**src/rtl/serdes_pkg.sv**
```systemverilog
// rtl/serdes_pkg.sv - shared types, bit-order constants and counter sizing for the serial deserializer
package serdes_pkg;

    typedef enum logic {
        IDLE = 1'b0,
        RECV = 1'b1
    } state_e;

    // Bit-order encoding shared with the shift-register transmitter.
    localparam bit BIT_ORDER_MSB = 1'b1;
    localparam bit BIT_ORDER_LSB = 1'b0;

    function automatic int cnt_width(input int width);
        return $clog2(width + 2);
    endfunction

endpackage

```
**src/rtl/deser_bit_counter.sv**
```systemverilog
// rtl/deser_bit_counter.sv - frame bit counter; terminal count WIDTH, or WIDTH+1 with PARITY_CHECK_EN
module deser_bit_counter
    import serdes_pkg::*;
#(
    parameter int WIDTH = 8,
    parameter int CW    = cnt_width(WIDTH)
) (
    input  logic clk,
    input  logic rst,
    input  logic start_i,
    input  logic strobe_i,
    output logic last_o
);

`ifdef PARITY_CHECK_EN
    localparam int TERM = WIDTH + 1;
`else
    localparam int TERM = WIDTH;
`endif
    localparam logic [CW-1:0] LAST_IDX = CW'(TERM - 1);

    logic [CW-1:0] count_q;
    logic [CW-1:0] count_d;

    // A strobe coincident with start is bit 0, so the count resumes at 1.
    always_comb begin
        count_d = count_q;
        if (start_i) begin
            count_d = strobe_i ? CW'(1) : '0;
        end else if (strobe_i) begin
            count_d = (count_q == LAST_IDX) ? '0 : count_q + CW'(1);
        end
    end

    always_ff @(posedge clk or posedge rst) begin
        if (rst) begin
            count_q <= '0;
        end else begin
            count_q <= count_d;
        end
    end

    assign last_o = (count_q == LAST_IDX);

endmodule

```
**src/rtl/serial_deserializer.sv**
```systemverilog
// rtl/serial_deserializer.sv - framed serial-to-parallel receiver with valid/ready output; optional PARITY_CHECK_EN
module serial_deserializer
    import serdes_pkg::*;
#(
    parameter int WIDTH     = 8,
    parameter bit MSB_FIRST = BIT_ORDER_MSB
) (
    input  logic             clk,
    input  logic             rst,
    input  logic             frame_start,
    input  logic             ser_en,
    input  logic             ser_in,
    output logic [WIDTH-1:0] data_out,
    output logic             data_valid,
    input  logic             data_ready,
    output logic             overrun,
    input  logic             overrun_clr,
    output logic             parity_err
);

    state_e           state_q, state_d;
    logic [WIDTH-1:0] sreg_q, sreg_d;
    logic [WIDTH-1:0] dout_q, dout_d;
    logic             valid_q, valid_d;
    logic             ovr_q, ovr_d;

    logic             accept;
    logic             last_bit;
    logic             complete;
    logic             shift_en;
    logic             drop;
    logic [WIDTH-1:0] shifted;
    logic [WIDTH-1:0] word;

    deser_bit_counter #(
        .WIDTH (WIDTH),
        .CW    (cnt_width(WIDTH))
    ) u_bit_counter (
        .clk      (clk),
        .rst      (rst),
        .start_i  (frame_start),
        .strobe_i (accept),
        .last_o   (last_bit)
    );

    assign accept   = ser_en && (frame_start || (state_q == RECV));
    assign complete = accept && !frame_start && last_bit;

    always_comb begin
        if (MSB_FIRST == BIT_ORDER_MSB) begin
            shifted = {sreg_q[WIDTH-2:0], ser_in};
        end else begin
            shifted = {ser_in, sreg_q[WIDTH-1:1]};
        end
    end

`ifdef PARITY_CHECK_EN
    logic perr_q, perr_d;

    // The parity bit never enters the shift register; the word is already complete.
    assign word     = sreg_q;
    assign shift_en = accept && !complete;
`else
    assign word     = shifted;
    assign shift_en = accept;
`endif

    always_comb begin
        state_d = state_q;
        sreg_d  = shift_en ? shifted : sreg_q;
        dout_d  = dout_q;
        valid_d = valid_q;
        drop    = 1'b0;
`ifdef PARITY_CHECK_EN
        perr_d  = perr_q;
`endif
        if (frame_start) begin
            state_d = RECV;
        end
        if (complete) begin
            if (!valid_q || data_ready) begin
                dout_d  = word;
                valid_d = 1'b1;
`ifdef PARITY_CHECK_EN
                perr_d  = ^{sreg_q, ser_in};
`endif
            end else begin
                drop = 1'b1;
            end
        end else if (valid_q && data_ready) begin
            valid_d = 1'b0;
        end
        ovr_d = (ovr_q && !overrun_clr) || drop;
    end

    always_ff @(posedge clk or posedge rst) begin
        if (rst) begin
            state_q <= IDLE;
            sreg_q  <= '0;
            dout_q  <= '0;
            valid_q <= 1'b0;
            ovr_q   <= 1'b0;
        end else begin
            state_q <= state_d;
            sreg_q  <= sreg_d;
            dout_q  <= dout_d;
            valid_q <= valid_d;
            ovr_q   <= ovr_d;
        end
    end

`ifdef PARITY_CHECK_EN
    always_ff @(posedge clk or posedge rst) begin
        if (rst) begin
            perr_q <= 1'b0;
        end else begin
            perr_q <= perr_d;
        end
    end
    assign parity_err = perr_q;
`else
    assign parity_err = 1'b0;
`endif

    assign data_out   = dout_q;
    assign data_valid = valid_q;
    assign overrun    = ovr_q;

endmodule

```
**config.mk**
```make
export PLATFORM = sky130hd
export DESIGN_NAME = serial_deserializer
export DESIGN_NICKNAME = d
export VERILOG_FILES = /design/src/rtl/serdes_pkg.sv /design/src/rtl/deser_bit_counter.sv /design/src/rtl/serial_deserializer.sv
export SDC_FILE = /design/constraint.sdc
export NUM_CORES = 1
export LEC_CHECK = 0
export CAP_MARGIN = 40
export CORE_AREA = 2 2 42 63
export DETAILED_ROUTE_END_ITERATION = 6
export DIE_AREA = 0 0 44 65
export GPL_TIMING_DRIVEN = 0
export PLACE_DENSITY_LB_ADDON = 0.05
export SYNTH_ARGS = -nofsm -noshare
export SYNTH_HDL_FRONTEND = slang
export SYNTH_HIERARCHICAL = 1
export SYNTH_SLANG_ARGS = --single-unit
```
**constraint.sdc**
```tcl
create_clock -name clk -period 1.5 [get_ports clk]
set_input_delay 0.15 -clock clk [delete_from_list [all_inputs] [get_ports clk]]
set_output_delay 0.15 -clock clk [all_outputs]
set_load 0.02 [all_outputs]
```
==> results of run 1 <==
==> Yosys cell counts, drive strengths merged <==
library cell   n
a21bo          1
dfrtp         22
or2            1
nand3b         1
ha             1
nand2          3
mux2          16
buf            2
and3b          1
nor3           1
nand4          1
nand2b         1
or3b           1
o211ai         1
a21oi          1
inv            4
mux2i          1
o22ai          1
nand4b         1
conb           1
nor2           1
or2b           1
nor2b          2
==> path summary, 6_finish.rpt <==
check | start | end | slack (ns) | cells past startpoint
min reg2reg | data_out[3]$_DFFE_PP0P_ | data_out[3]$_DFFE_PP0P_ | 0.52 | 1
max | u_bit_counter/count_q[0]$_DFFE_PP0P_ | data_out[0]$_DFFE_PP0P_ | -0.09 | 6
min | rst | u_bit_counter/count_q[1]$_DFFE_PP0P_ | 0.04 | 2
max reg2reg | u_bit_counter/count_q[0]$_DFFE_PP0P_ | data_out[0]$_DFFE_PP0P_ | -0.09 | 6
min in group clk | overrun_clr | overrun$_DFF_PP0_ | 0.40 | 2
max in group asynchronous | rst | sreg_q[1]$_DFFE_PP0P_ | 0.80 | 2
==> per-stage QoR <==
step	utilization [%]	power, uW
floorplan	-	818
CTS	52.7	1230
global placement	49.6	879
detailed placement	49.6	884
global route	53.1	1270
finish	53.1	1210
==> power groups by stage <==
| stage | sequential (uW) | clock, uW | combinational [uW] |
|---|---|---|---|
| after global placement | 714 | 0 | 165 |
| after floorplan | 715 | 0 | 104 |
| after global routing | 709 | 364 | 197 |
| after CTS | 701 | 342 | 184 |
| final | 701 | 324 | 181 |
| after detailed placement | 715 | 0 | 169 |
==> kinds of logic after synthesis <==
family	share of synthesized area (%)
multiplexers	22.8
AND/OR/NAND/NOR	13.0
buffers and inverters	3.44
AO/OA/AOI/OAI	2.93
flip-flops	56.1
adder cells (fa/ha/maj)	1.28
other	0.382
==> registers in the layout, indices dropped and copies added (netlist names) <==
signal and flops:
data_out 8, state_q 1, sreg_q 7, data_valid 1, overrun 1, u_bit_counter/count_q 4
==> per-layer routing <==
metal	global-route usage [%]	vias to the layer above
met5	0	-
met4	7.95	0
met3	2.51	2
met2	18.6	8
met1	14.3	282
li1	-	273
==> cell type report <==
type	instances	area, um^2
multi-input combinational	38	405
inverter	4	15.0
timing repair buffer	21	196
clock buffer	4	36.3
buffer	2	22.5
sequential	22	551
tap	24	30.0
fill	216	1110
==> cells in the final DEF (no fill, tap or decap), drive strengths merged <==
cell type and n:
clkbuf 4, clkdlybuf4s50 15, o211ai 1, inv 4, nor3 1, and3b 1
nand2b 1, mux2i 1, nor2 1, nand2 3, or3b 1, mux2 16
buf 7, conb 1, dfrtp 22, a21bo 1, or2b 1, dlygate4sd2 1
ha 1, nand4b 1, nand3b 1, a21oi 1, nor2b 2, o22ai 1
or2 1, nand4 1
==> timing repair <==
action                                  in CTS  in global routing
resized for setup                            4                  0
pin swaps                                    1                  0
setup buffers                                4                  1
endpoints found under the setup margin      11                 10
==> run metrics, run 1 <==
highest ir drop seen on vdd 0.462 mV; area growth from synthesis to layout 28.1%; Slew @ Worst Pin 0.686 ns; Worst-path clk slew 0.13 ns; Post-route DRC 0; Worst EP arrival 1.78 ns; total routed wirelength 1.48 mm; number of global-route vias before repair 585; CP max FO 8; nets 100; Yosys cell types 27; maximum clock frequency 0.631 GHz; P_sw 288 uW; core area 2370 um^2; Yosys reg bits 22; Startpoint Class flip-flop; CTS Root Cell clkbuf_4; Area contributors post-synth dfrtp_1 56%, mux2_4 14%, mux2_2 8.0%; CTS Buf Count 3; Synth top area share 56.1%; Seq/Total Area, Yosys 56.1%; antenna violations before repair 0; crit path cell chain ha_2, and3b_2, nand4b_4, nor2b_4, buf_8, mux2_4; first-pass GRT wire length 2.52 mm; Slew HR 54.2%; grt total ovfl 0; cells after synthesis 66; pins over their slew limit 0; pwr dens 960 nW/um^2; RSZ-0062 raised after global routing yes; critical path's top delay family simple AND/OR/NAND/NOR gates; Crit Path Category reg -> reg; Sink Count 22; TritonCTS clock tree done; crit path time final 1.59 ns; initial core utilization 41.4%; Die Span Y 65 um; switch share 23.9%; wire length on met3 34 um; vias per inst 4.91; Internal Power 918 uW; IO Pins 18; Largest stage delay, worst path 0.39 ns; Design Area, Final 1260 um^2; critical path's slowest cell dfrtp_1; metal2 WL 772 um; Final Cycle Share 106%; Hold Worst Slack 0.0355 ns; die width 44 um; row cnt 22; GP Congestion 0.598; DRT Pass-1 Iters 4; DRT met1 WL 649 um; Clock H-tree levels 1; status finished, violations left; Placement Setup Slack -0.419 ns; Final Hold Viols 0; routed via count 565; Post-Syn Area 981 um^2; worst setup slack after layout -0.0851 ns; hold buffer count at cts 0; Clock power frac 26.9%; Combinational Power Share 15.0%; Clock Skew 0.0102 ns; Detailed Place HPWL 1.03 mm; Port Buffers 16; placed cell count 106; Flop pwr share 58.1%; 1st-iter DRT viols 5; Buf/Inv on CP 1; Global Route Usage Sum 11.9%; fin cells 115; share of layout cells above drive strength 1 38.5%; CP endpoint kind flip-flop; setup TNS -0.619 ns; Req. time, crit path 1.69 ns; syn_nets 74; largest net degree at the start of global routing 19; area post-placement 1170 um^2; failing checks negative setup slack; max-cap viol count 0; yosys warns 6; Leak Pwr 0.000590 uW; Avg Cell Area, Syn 14.9 um^2; wire length per cell 12.8 um; n_diodes 0; worst skew pair latency 0.30 ns; Top Layer Used met4; Max clock buf depth 2; area leader, netlist dfrtp_1; DRT antenna net count 0; die area 2860 um^2; Hold Crit Class in -> async; # setup viols final 8
(Power assumes the default switching activity.)
==> run 2, diff against run 1 <==
--- a/config.mk
+++ b/config.mk
@@ -5,12 +5,12 @@
 export SDC_FILE = /design/constraint.sdc
 export NUM_CORES = 1
 export LEC_CHECK = 0
-export CAP_MARGIN = 40
 export CORE_AREA = 2 2 42 63
 export DETAILED_ROUTE_END_ITERATION = 6
 export DIE_AREA = 0 0 44 65
 export GPL_TIMING_DRIVEN = 0
 export PLACE_DENSITY_LB_ADDON = 0.05
+export SLEW_MARGIN = 30
 export SYNTH_ARGS = -nofsm -noshare
 export SYNTH_HDL_FRONTEND = slang
 export SYNTH_HIERARCHICAL = 1
==> results of run 2 <==
The final DEF is identical to that of run 1; final timing and power are the same.
==> run 3, diff against run 2 <==
==> constraint.sdc (replaced) <==
create_clock -name clk -period 1.9 [get_ports clk]
set_input_delay 0.19 -clock clk [delete_from_list [all_inputs] [get_ports clk]]
set_output_delay 0.19 -clock clk [all_outputs]
set_load 0.02 [all_outputs]
==> run metrics, run 3 (synthesized netlist as in run 1, its figures left out) <==
status finished clean; Post-route DRC 0; GP Congestion 0.616; DRT antenna net count 0; number of global-route vias before repair 603; largest net degree at the start of global routing 19; placed cell count 106; Crit Path Category reg -> reg; Clock H-tree levels 1; GRT Max-Usage Layer met2; met3 Track Usage GR 1.67%; Die Span Y 65 um; met2 usage 20.0%; Hold Crit Class in -> async; max reg flops 8; initial core utilization 41.4%; Port Buffers 16; antenna violations before repair 0; DRT Pass-1 Iters 2; Max clock buf depth 2; share of layout cells above drive strength 1 30.6%; first-pass GRT wire length 2.58 mm; Worst-path clk slew 0.11 ns; maximum clock frequency 0.578 GHz; Detailed Place HPWL 1.05 mm; critical path's top delay family simple AND/OR/NAND/NOR gates; RSZ-0062 raised after global routing no; Worst EP arrival 1.93 ns; most frequent cells in the layout 22 x dfrtp_1, 16 x clkdlybuf4s50_1, 9 x mux2_4; CP max FO 8; fill cell instance count of the final layout 225; routed via count 551; n_diodes 0; wire length per cell 13.0 um; pins over their slew limit 0; Hold Worst Slack 0.0781 ns; row cnt 22; 1st-iter DRT viols 7; hold buffer count at cts 0; Final Cycle Share 91.0%; Leak Pwr 0.000556 uW; total routed wirelength 1.42 mm; Startpoint Class flip-flop; Post-CTS Resized 0; Sink Count 22; highest ir drop seen on vdd 0.372 mV; die area 2860 um^2; core area 2370 um^2; Slew @ Worst Pin 0.672 ns; CTS Buf Count 3; pwr dens 745 nW/um^2; Slew HR 55.1%; crit path time final 1.73 ns; die width 44 um; Req. time, crit path 2.10 ns; area post-placement 1170 um^2; CTS Root Cell clkbuf_4; worst skew pair latency 0.30 ns; critical path's slowest cell dfrtp_1; commonest non-fill, non-tap cell in the layout dfrtp_1; # setup viols final 0; global routing usage on met1 14.4%; Design Area, Final 1190 um^2; area growth from synthesis to layout 21.7%; Final Hold Viols 0; Buf/Inv on CP 1; TritonCTS clock tree done; nets 95; Setup Buffers After CTS 0; IO Pins 18; Clock Skew 0.00158 ns; CP endpoint kind flip-flop; fin cells 109; final core occ 50.4%; Global Route Usage Sum 12.4%; max-cap viol count 0; Largest stage delay, worst path 0.41 ns; crit path cell chain ha_1, and3b_1, nand4b_4, nor2b_4, buf_6, mux2_4; grt total ovfl 0; vias per inst 5.06
[run 3: report_power, final]
group / internal (uW) / switching (uW)
logic: 79.5 / 51.1
registers: 520 / 33.5
clock network: 74.0 / 131
[run 3: final cells by class]
type / instances / area (um^2) / area share, %
multi-input cells: 38 / 397 / 33.2
inverters: 4 / 15.0 / 1.26
clock buffers: 3 / 22.5 / 1.89
flip-flops and latches: 22 / 551 / 46.1
well taps: 24 / 30.0 / 2.52
plain buffers: 2 / 18.8 / 1.57
repair buffers: 16 / 160 / 13.4
[run 3: final timing paths]
check,from,end,slack (ns),cells past startpoint
worst max-delay path,u_bit_counter/count_q[0]$_DFFE_PP0P_,data_out[1]$_DFFE_PP0P_,0.17,6
worst min-delay path,rst,u_bit_counter/count_q[0]$_DFFE_PP0P_,0.08,2
worst max register to register,u_bit_counter/count_q[0]$_DFFE_PP0P_,data_out[1]$_DFFE_PP0P_,0.17,6
worst min register to register,sreg_q[6]$_DFFE_PP0P_,data_out[7]$_DFFE_PP0P_,0.52,1
max in group asynchronous,rst,data_out[1]$_DFFE_PP0P_,1.18,2
min in group clk,overrun_clr,overrun$_DFF_PP0_,0.44,2
[run 3: through the flow]
step | total power (uW) | TNS, ns | setup slack, ns
finish | 889 | 0 | 0.171
global route | 944 | 0 | 0.0692
CTS | 906 | 0 | 0.151
detailed placement | 699 | -0.0884 | -0.0475
global placement | 694 | -0.0783 | -0.0473
floorplan | 645 | 0 | 0.335
[run 3: routing by layer]
metal  wire length (um)  vias up
li1                   -      265
met1                600      272
met2                742       10
met3                 44        4
met5                  0        -
met4                 33        0
